### src/rtl/hazard_ctrl_pkg.sv
// Shared definitions for the pipeline hazard controller: forwarding select
// encodings, controller state encodings, record layout and small helpers.
package hazard_ctrl_pkg;

    // Register specifier width and derived widths
    localparam int REG_W = 5;
    localparam int FWD_W = 2;
    localparam int CNT_W = 4;

    // Operand mux select encodings
    localparam logic [FWD_W-1:0] FWD_RF  = 2'b00;
    localparam logic [FWD_W-1:0] FWD_EX  = 2'b01;
    localparam logic [FWD_W-1:0] FWD_MEM = 2'b10;
    localparam logic [FWD_W-1:0] FWD_WB  = 2'b11;

    // Controller state encodings
    localparam logic [0:0] ST_RUN  = 1'b0;
    localparam logic [0:0] ST_BUSY = 1'b1;

    // One record per pipeline stage, describing what the instruction there writes
    typedef struct packed {
        logic             valid;
        logic             wrEn;
        logic [REG_W-1:0] dst;
        logic             isLoad;
    } pipe_rec_t;

    // An empty slot in the pipeline
    localparam pipe_rec_t REC_BUBBLE = '{valid: 1'b0, wrEn: 1'b0, dst: '0, isLoad: 1'b0};

    // True when the record holds a live instruction that writes register src
    function automatic logic recWrites(input pipe_rec_t rec, input logic [REG_W-1:0] src);
        return rec.valid && rec.wrEn && (rec.dst == src);
    endfunction

endpackage

### src/rtl/hazard_ctrl_fwd_match.sv
// Forwarding selector for one source operand: picks the youngest in-flight
// producer of the register, falling back to the register file.
module fwd_match
    import hazard_ctrl_pkg::*;
(
    input  logic [REG_W-1:0] srcReg_i,
    input  logic             useSrc_i,
    input  pipe_rec_t        exRec_i,
    input  pipe_rec_t        memRec_i,
    input  pipe_rec_t        wbRec_i,
    output logic [FWD_W-1:0] sel_o
);

    // Priority search EX > MEM > WB; r0 and unused operands never forward, and
    // a load in EX has no result yet, so it is skipped in favour of older stages
    always_comb begin
        sel_o = FWD_RF;
        if (!useSrc_i || (srcReg_i == '0)) begin
            sel_o = FWD_RF;
        end else if (recWrites(exRec_i, srcReg_i) && !exRec_i.isLoad) begin
            sel_o = FWD_EX;
        end else if (recWrites(memRec_i, srcReg_i)) begin
            sel_o = FWD_MEM;
        end else if (recWrites(wbRec_i, srcReg_i)) begin
            sel_o = FWD_WB;
        end else begin
            sel_o = FWD_RF;
        end
    end

endmodule

### src/rtl/hazard_ctrl.sv
// Pipeline hazard controller: operand forwarding, load-use stalls, branch
// flushes and multi-cycle MDU occupancy of the EX stage.
module hazard_ctrl
    import hazard_ctrl_pkg::*;
#(
    parameter int MDU_CYCLES = 4
) (
    input  logic             clk,
    input  logic             rst,
    input  logic             id_valid,
    input  logic [REG_W-1:0] id_rs,
    input  logic [REG_W-1:0] id_rt,
    input  logic             id_use_rs,
    input  logic             id_use_rt,
    input  logic             id_wr_en,
    input  logic [REG_W-1:0] id_wr_reg,
    input  logic             id_is_load,
    input  logic             id_is_mdu,
    input  logic             ex_branch_taken,
    output logic [FWD_W-1:0] fwd_a_sel,
    output logic [FWD_W-1:0] fwd_b_sel,
    output logic             pc_stall,
    output logic             ifid_stall,
    output logic             ifid_flush,
    output logic             idex_flush,
    output logic             ex_hold,
    output logic             exmem_bubble
);

    localparam logic [CNT_W-1:0] MDU_LOAD = CNT_W'(MDU_CYCLES - 1);

    logic [0:0]       state_q, state_d;
    logic [CNT_W-1:0] cnt_q, cnt_d;
    pipe_rec_t        exRec_q, exRec_d;
    pipe_rec_t        memRec_q, memRec_d;
    pipe_rec_t        wbRec_q, wbRec_d;
    logic             postRst_q;

    pipe_rec_t        idRec;
    logic             inRun;
    logic             quiet;
    logic             rsHit;
    logic             rtHit;
    logic             branchFlush;
    logic             loadUse;
    logic             busyHold;
    logic             mduEntry;
    logic [FWD_W-1:0] selA;
    logic [FWD_W-1:0] selB;

    fwd_match u_fwd_a (
        .srcReg_i (id_rs),
        .useSrc_i (id_use_rs),
        .exRec_i  (exRec_q),
        .memRec_i (memRec_q),
        .wbRec_i  (wbRec_q),
        .sel_o    (selA)
    );

    fwd_match u_fwd_b (
        .srcReg_i (id_rt),
        .useSrc_i (id_use_rt),
        .exRec_i  (exRec_q),
        .memRec_i (memRec_q),
        .wbRec_i  (wbRec_q),
        .sel_o    (selB)
    );

    // Hazard detection; reset and the cycle right after it are kept silent
    always_comb begin
        idRec       = '{valid: id_valid, wrEn: id_wr_en, dst: id_wr_reg, isLoad: id_is_load};
        inRun       = (state_q == ST_RUN);
        quiet       = rst || postRst_q;
        rsHit       = id_use_rs && (id_rs != '0) && (id_rs == exRec_q.dst);
        rtHit       = id_use_rt && (id_rt != '0) && (id_rt == exRec_q.dst);
        branchFlush = inRun && !quiet && ex_branch_taken;
        loadUse     = inRun && !quiet && !branchFlush && id_valid &&
                      exRec_q.valid && exRec_q.isLoad && (rsHit || rtHit);
        busyHold    = !inRun && !rst;
        mduEntry    = inRun && !rst && id_valid && id_is_mdu && !branchFlush && !loadUse;
    end

    // Drive the pipeline control outputs; selects stay live in every state
    always_comb begin
        pc_stall     = loadUse || busyHold;
        ifid_stall   = loadUse || busyHold;
        ifid_flush   = branchFlush;
        idex_flush   = branchFlush || loadUse;
        ex_hold      = busyHold;
        exmem_bubble = busyHold;
        fwd_a_sel    = rst ? FWD_RF : selA;
        fwd_b_sel    = rst ? FWD_RF : selB;
    end

    // Advance the shadow records in step with the real pipeline registers
    always_comb begin
        if (ex_hold) begin
            exRec_d = exRec_q;
        end else if (idex_flush) begin
            exRec_d = REC_BUBBLE;
        end else begin
            exRec_d = idRec;
        end
        memRec_d = exmem_bubble ? REC_BUBBLE : exRec_q;
        wbRec_d  = memRec_q;
    end

    // MDU occupancy: count down the remaining EX cycles while BUSY
    always_comb begin
        state_d = state_q;
        cnt_d   = cnt_q;
        if (inRun) begin
            if (mduEntry) begin
                state_d = ST_BUSY;
                cnt_d   = MDU_LOAD;
            end
        end else begin
            cnt_d = cnt_q - CNT_W'(1);
            if (cnt_q <= CNT_W'(1)) begin
                state_d = ST_RUN;
            end
        end
    end

    // State registers with synchronous reset that overrides any pending event
    always_ff @(posedge clk) begin
        if (rst) begin
            state_q   <= ST_RUN;
            cnt_q     <= '0;
            exRec_q   <= REC_BUBBLE;
            memRec_q  <= REC_BUBBLE;
            wbRec_q   <= REC_BUBBLE;
            postRst_q <= 1'b1;
        end else begin
            state_q   <= state_d;
            cnt_q     <= cnt_d;
            exRec_q   <= exRec_d;
            memRec_q  <= memRec_d;
            wbRec_q   <= wbRec_d;
            postRst_q <= 1'b0;
        end
    end

endmodule

### config.mk
export PLATFORM = sky130hd
export DESIGN_NAME = hazard_ctrl
export DESIGN_NICKNAME = d
export VERILOG_FILES = /design/src/rtl/hazard_ctrl_pkg.sv /design/src/rtl/hazard_ctrl_fwd_match.sv /design/src/rtl/hazard_ctrl.sv
export SDC_FILE = /design/constraint.sdc
export NUM_CORES = 1
export LEC_CHECK = 0
export CORE_UTILIZATION = 30
export CTS_CLUSTER_SIZE = 20
export DETAILED_ROUTE_END_ITERATION = 6
export HOLD_SLACK_MARGIN = 0.1
export PLACE_DENSITY = 0.5
export SYNTH_ARGS = -nofsm -noshare
export SYNTH_HDL_FRONTEND = slang
export SYNTH_SLANG_ARGS = --single-unit
export TNS_END_PERCENT = 100
### constraint.sdc
create_clock -name clk -period 4.7 [get_ports clk]
set_clock_uncertainty 0.05 [all_clocks]
set_input_delay 0.705 -clock clk [delete_from_list [all_inputs] [get_ports clk]]
set_output_delay 0.705 -clock clk [all_outputs]
set_load 0.005 [all_outputs]
==> insert_results.sql <==
INSERT INTO impl_metrics (metric_group, metric, value, unit) VALUES
('timing', 'min_period_over_period', '79.9', '%'),
('timing', 'report.final.setup_viol', '0', ''),
('power_and_ir_drop', 'power_density', '261', 'nW/um^2'),
('clock_tree', 'numCtsBuffers', '3', ''),
('global_routing', 'number_of_global_route_vias_before_repair', '1255', ''),
('finish', 'share_of_post_route_cells_with_drive_strength_above_1', '14.4', '%'),
('die', 'fp.dieArea', '5260', 'sq um'),
('finish', 'antennaDiodeCount', '0', ''),
('power_and_ir_drop', 'vdd_drop_max', '0.112', 'mV'),
('global_routing', 'grt_antenna_before_repair', '0', ''),
('setup_path', 'timing.reg2reg.worst_path_depth', '5', ''),
('worst_hold_path', 'endpoint_of_the_worst_hold_path', 'wbRec_q[7]', ''),
('global_routing', 'grt_busiest_layer', 'met2', ''),
('global_routing', 'maximum_number_of_pins_on_one_net_before_global_route_repair', '20', ''),
('timing', 'timing_max_transition_violations_final', '0', ''),
('global_routing', 'gr-usage-met3', '2.64', '%'),
('placement', 'routabilityCongestion', '0.832', ''),
('detailed_routing', 'drc', '0', ''),
('clock_tree', 'post-cts-setup-buffer-count', '0', ''),
('detailed_routing', 'detailedRoute.firstPassIterationCount', '4', ''),
('setup_path', 'timing.critical_path.required', '3.94', 'ns'),
('finish', 'utilization_after_layout', '40.4', '%'),
('clock_tree', 'clock_tree.root_cell', 'sky130_fd_sc_hd__clkbuf_8', ''),
('setup_path', 'critPathKind', 'input pin to output pin', ''),
('placement', 'place.detailed.hpwl', '2730', 'um'),
('global_routing', 'groute.layer.met2.usage', '24.1', '%'),
('detailed_routing', 'first_iteration_detailed_routing_drc_count', '20', ''),
('placement', 'placement.cell_area', '1880', 'sq um'),
('detailed_routing', 'post_drt_via_cell_ratio', '4.69', ''),
('setup_path', 'timing.critical_path.arrival', '3.00', 'ns'),
('synth', 'number_of_distinct_library_cell_variants_in_the_gate_level_netlist_after_synthesis', '36', ''),
('clock_tree', 'clock_latency', '0.27', 'ns'),
('die', 'initial_core_util', '31.4', '%'),
('worst_hold_path', 'min_path_type', 'register to register', ''),
('detailed_routing', 'wl_per_instance', '13.8', 'um'),
('setup_path', 'worstSetupStartpointType', 'input pin', ''),
('clock_tree', 'ctsHtreeMaxLevel', '1', ''),
('die', 'floorplan.core_area', '4750', 'sq um'),
('die', 'top_level_ports', '34', ''),
('synth', 'synthesis.instances', '151', ''),
('worst_hold_path', 'hold_path_depth', '1', ''),
('placement', 'port_buffers', '33', ''),
('flow_run', 'cap_viol_max_count', '0', ''),
('timing', 'setup_total_negative_slack', '0', 'ns'),
('synth', 'average_instance_area_after_synthesis', '9.88', 'sq um'),
('timing', 'timing.final.crit_period', '3.76', 'ns'),
('die', 'std_cell_rows', '25', ''),
('timing', 'rsz0062_at_grt', 'false', ''),
('synth', 'yosys_warnings', '0', ''),
('finish', 'syn_to_final_growth', '28.7', '%'),
('power_and_ir_drop', 'total_leakage_power', '0.696', 'nW'),
('clock_tree', 'clock_path_buffers', '2', ''),
('clock_tree', 'clkSinkCount', '28', ''),
('timing', 'maxSlewHeadroom', '53.0', '%'),
('synth', 'synth.ff_latch_count', '28', ''),
('die', 'die_width', '72.5', 'um'),
('global_routing', 'grt_first_pass_wirelength', '6010', 'um'),
('synth', 'ys_seq_area_share', '37.6', '%'),
('timing', 'worst_pin_slew', '0.703', 'ns'),
('detailed_routing', 'num_vias', '1164', ''),
('global_routing', 'combined_global_route_utilization_of_all_metal_layers', '14.9', '%'),
('power_and_ir_drop', 'power.total', '0.500', 'mW'),
('setup_path', 'r2r_slack', '2.56', 'ns'),
('detailed_routing', 'post_drt_antenna_nets', '0', ''),
('run_status', 'run_status', 'finished, final reports clean', ''),
('global_routing', 'grt.met1_usage', '20.1', '%'),
('clock_tree', 'post_cts.resized_instances', '0', ''),
('clock_tree', 'cts.hold.buffers_added', '0', ''),
('timing', 'clock.fmax', '266', 'MHz'),
('detailed_routing', 'routed_wl', '3430', 'um'),
('finish', 'fin_area', '1920', 'sq um'),
('synth', 'synth.net_count', '177', ''),
('die', 'dieHeight', '72.5', 'um'),
('finish', 'final_nets', '209', ''),
('setup_path', 'rr_startpoint', 'state_q', ''),
('setup_path', 'destination_of_the_worst_register_to_register_timing_path', 'cnt_q[0]', ''),
('clock_tree', 'tritoncts', 'built', ''),
('setup_path', 'path_max_fanout', '4', ''),
('global_routing', 'globalRouteOverflowTotal', '0', ''),
('setup_path', 'endpoint_kind', 'output pin', ''),
('clock_tree', 'path_clk_slew', '0.10', 'ns'),
('synth', 'syn_area', '1490', 'sq um'),
('worst_hold_path', 'worst_hold_startpoint', 'memRec_q[7]', ''),
('timing', 'hold_viol', '0', '');
==> area by class of cell <==
| class | count | area [sq um] |
|---|---|---|
| multi-input cells | 112 | 881 |
| well taps | 67 | 83.8 |
| fillers | 500 | 2840 |
| clock buffers | 3 | 41.3 |
| inverters | 4 | 15.0 |
| repair buffers | 34 | 338 |
| flip-flops and latches | 28 | 561 |
==> critical path: stages <==
cell and delay (ns):
sky130_fd_sc_hd__clkdlybuf4s50_1 0.51, sky130_fd_sc_hd__or4_4 0.57, sky130_fd_sc_hd__o21ai_2 0.17, sky130_fd_sc_hd__nor4_2 0.11, sky130_fd_sc_hd__or3_2 0.47, sky130_fd_sc_hd__clkdlybuf4s50_1 0.46
==> routing by layer <==
metal	up-vias	part of all wire, %
li1	601	-
met1	536	51
met2	25	45
met3	2	3.8
met4	0	0.79
met5	-	0
==> sequential cells by signal (all words and copies together), names as in the netlist <==
signal     flops
memRec_q       7
state_q        1
exRec_q        8
postRst_q      1
wbRec_q        7
cnt_q          4
==> per-stage QoR <==
| stage | hold WS [ns] | setup slack (ns) | cells |
|---|---|---|---|
| 2_1_floorplan | 0.400 | 1.88 | 151 |
| 3_3_place_gp | 0.421 | 0.957 | 245 |
| 3_5_place_dp | 0.434 | 0.932 | 245 |
| 4_1_cts | 0.453 | 0.932 | 248 |
| 5_1_grt | 0.474 | 0.833 | 248 |
| 6_report | 0.454 | 0.944 | 248 |
==> placed cells by master (no fill, tap or decap), types with 4 or more instances in the layout <==
cell type,Yosys,final
sky130_fd_sc_hd__nor2b_1,8,8
sky130_fd_sc_hd__a21oi_1,4,4
sky130_fd_sc_hd__nor2_1,5,5
sky130_fd_sc_hd__xnor2_1,21,21
sky130_fd_sc_hd__o31a_1,4,4
sky130_fd_sc_hd__dfxtp_1,28,28
sky130_fd_sc_hd__xor2_1,10,10
sky130_fd_sc_hd__nor3_1,9,9
sky130_fd_sc_hd__nand4_1,4,4
sky130_fd_sc_hd__clkdlybuf4s50_1,0,33
sky130_fd_sc_hd__a32o_2,8,8
sky130_fd_sc_hd__inv_1,4,4
sky130_fd_sc_hd__nand2_1,4,4
sky130_fd_sc_hd__and2_1,7,7
==> worst max path at each step <==
stage	startpoint	to	slack [ns]	cells past startpoint
6_report	id_rs[0]	ifid_stall	0.94	6
5_1_grt	rst	idex_flush	0.83	7
4_1_cts	id_rs[0]	ifid_stall	0.93	6
3_3_place_gp	id_rs[0]	pc_stall	0.96	6
3_5_place_dp	id_rs[0]	ifid_stall	0.93	6
2_1_floorplan	id_rs[0]	pc_stall	1.88	5
==> cell families after synthesis <==
| group | synth area share [%] |
|---|---|
| AOI/OAI and AO/OA | 12.9 |
| xor gates and xnor gates | 18.2 |
| adders and majority gates | 1.68 |
| buffers and inverters | 3.35 |
| DFF | 37.6 |
| and+or+nand+nor | 26.3 |
==> Yosys cell counts, drive strengths merged <==
library cell  instances  area (sq um)
a21oi                 4          20.0
a31oi                 1          6.26
a32o                  8          90.1
and2                  7          43.8
and4bb                1          12.5
buf                   3          20.0
clkbuf                4          15.0
dfxtp                28           561
ha                    2          25.0
inv                   4          15.0
nand2                 4          15.0
nand3                 3          15.0
nand3b                2          15.0
nand4                 4          25.0
nor2                  6          30.0
nor2b                 8          50.1
nor3                 11          71.3
nor3b                 1          7.51
nor4                  5          52.6
nor4b                 1          15.0
o21a                  1          7.51
o21ai                 2          17.5
o31a                  4          35.0
o41ai                 1          16.3
or2                   2          12.5
or3                   1          7.51
or4                   2          18.8
xnor2                21           184
xor2                 10          87.6
==> where the power goes <==
group          internal (mW)  total, mW  switching [mW]
combinational         0.0570     0.0994          0.0424
clock                 0.0576      0.132          0.0743
sequential             0.252      0.269          0.0171
Power figures use the tool's default switching activity.
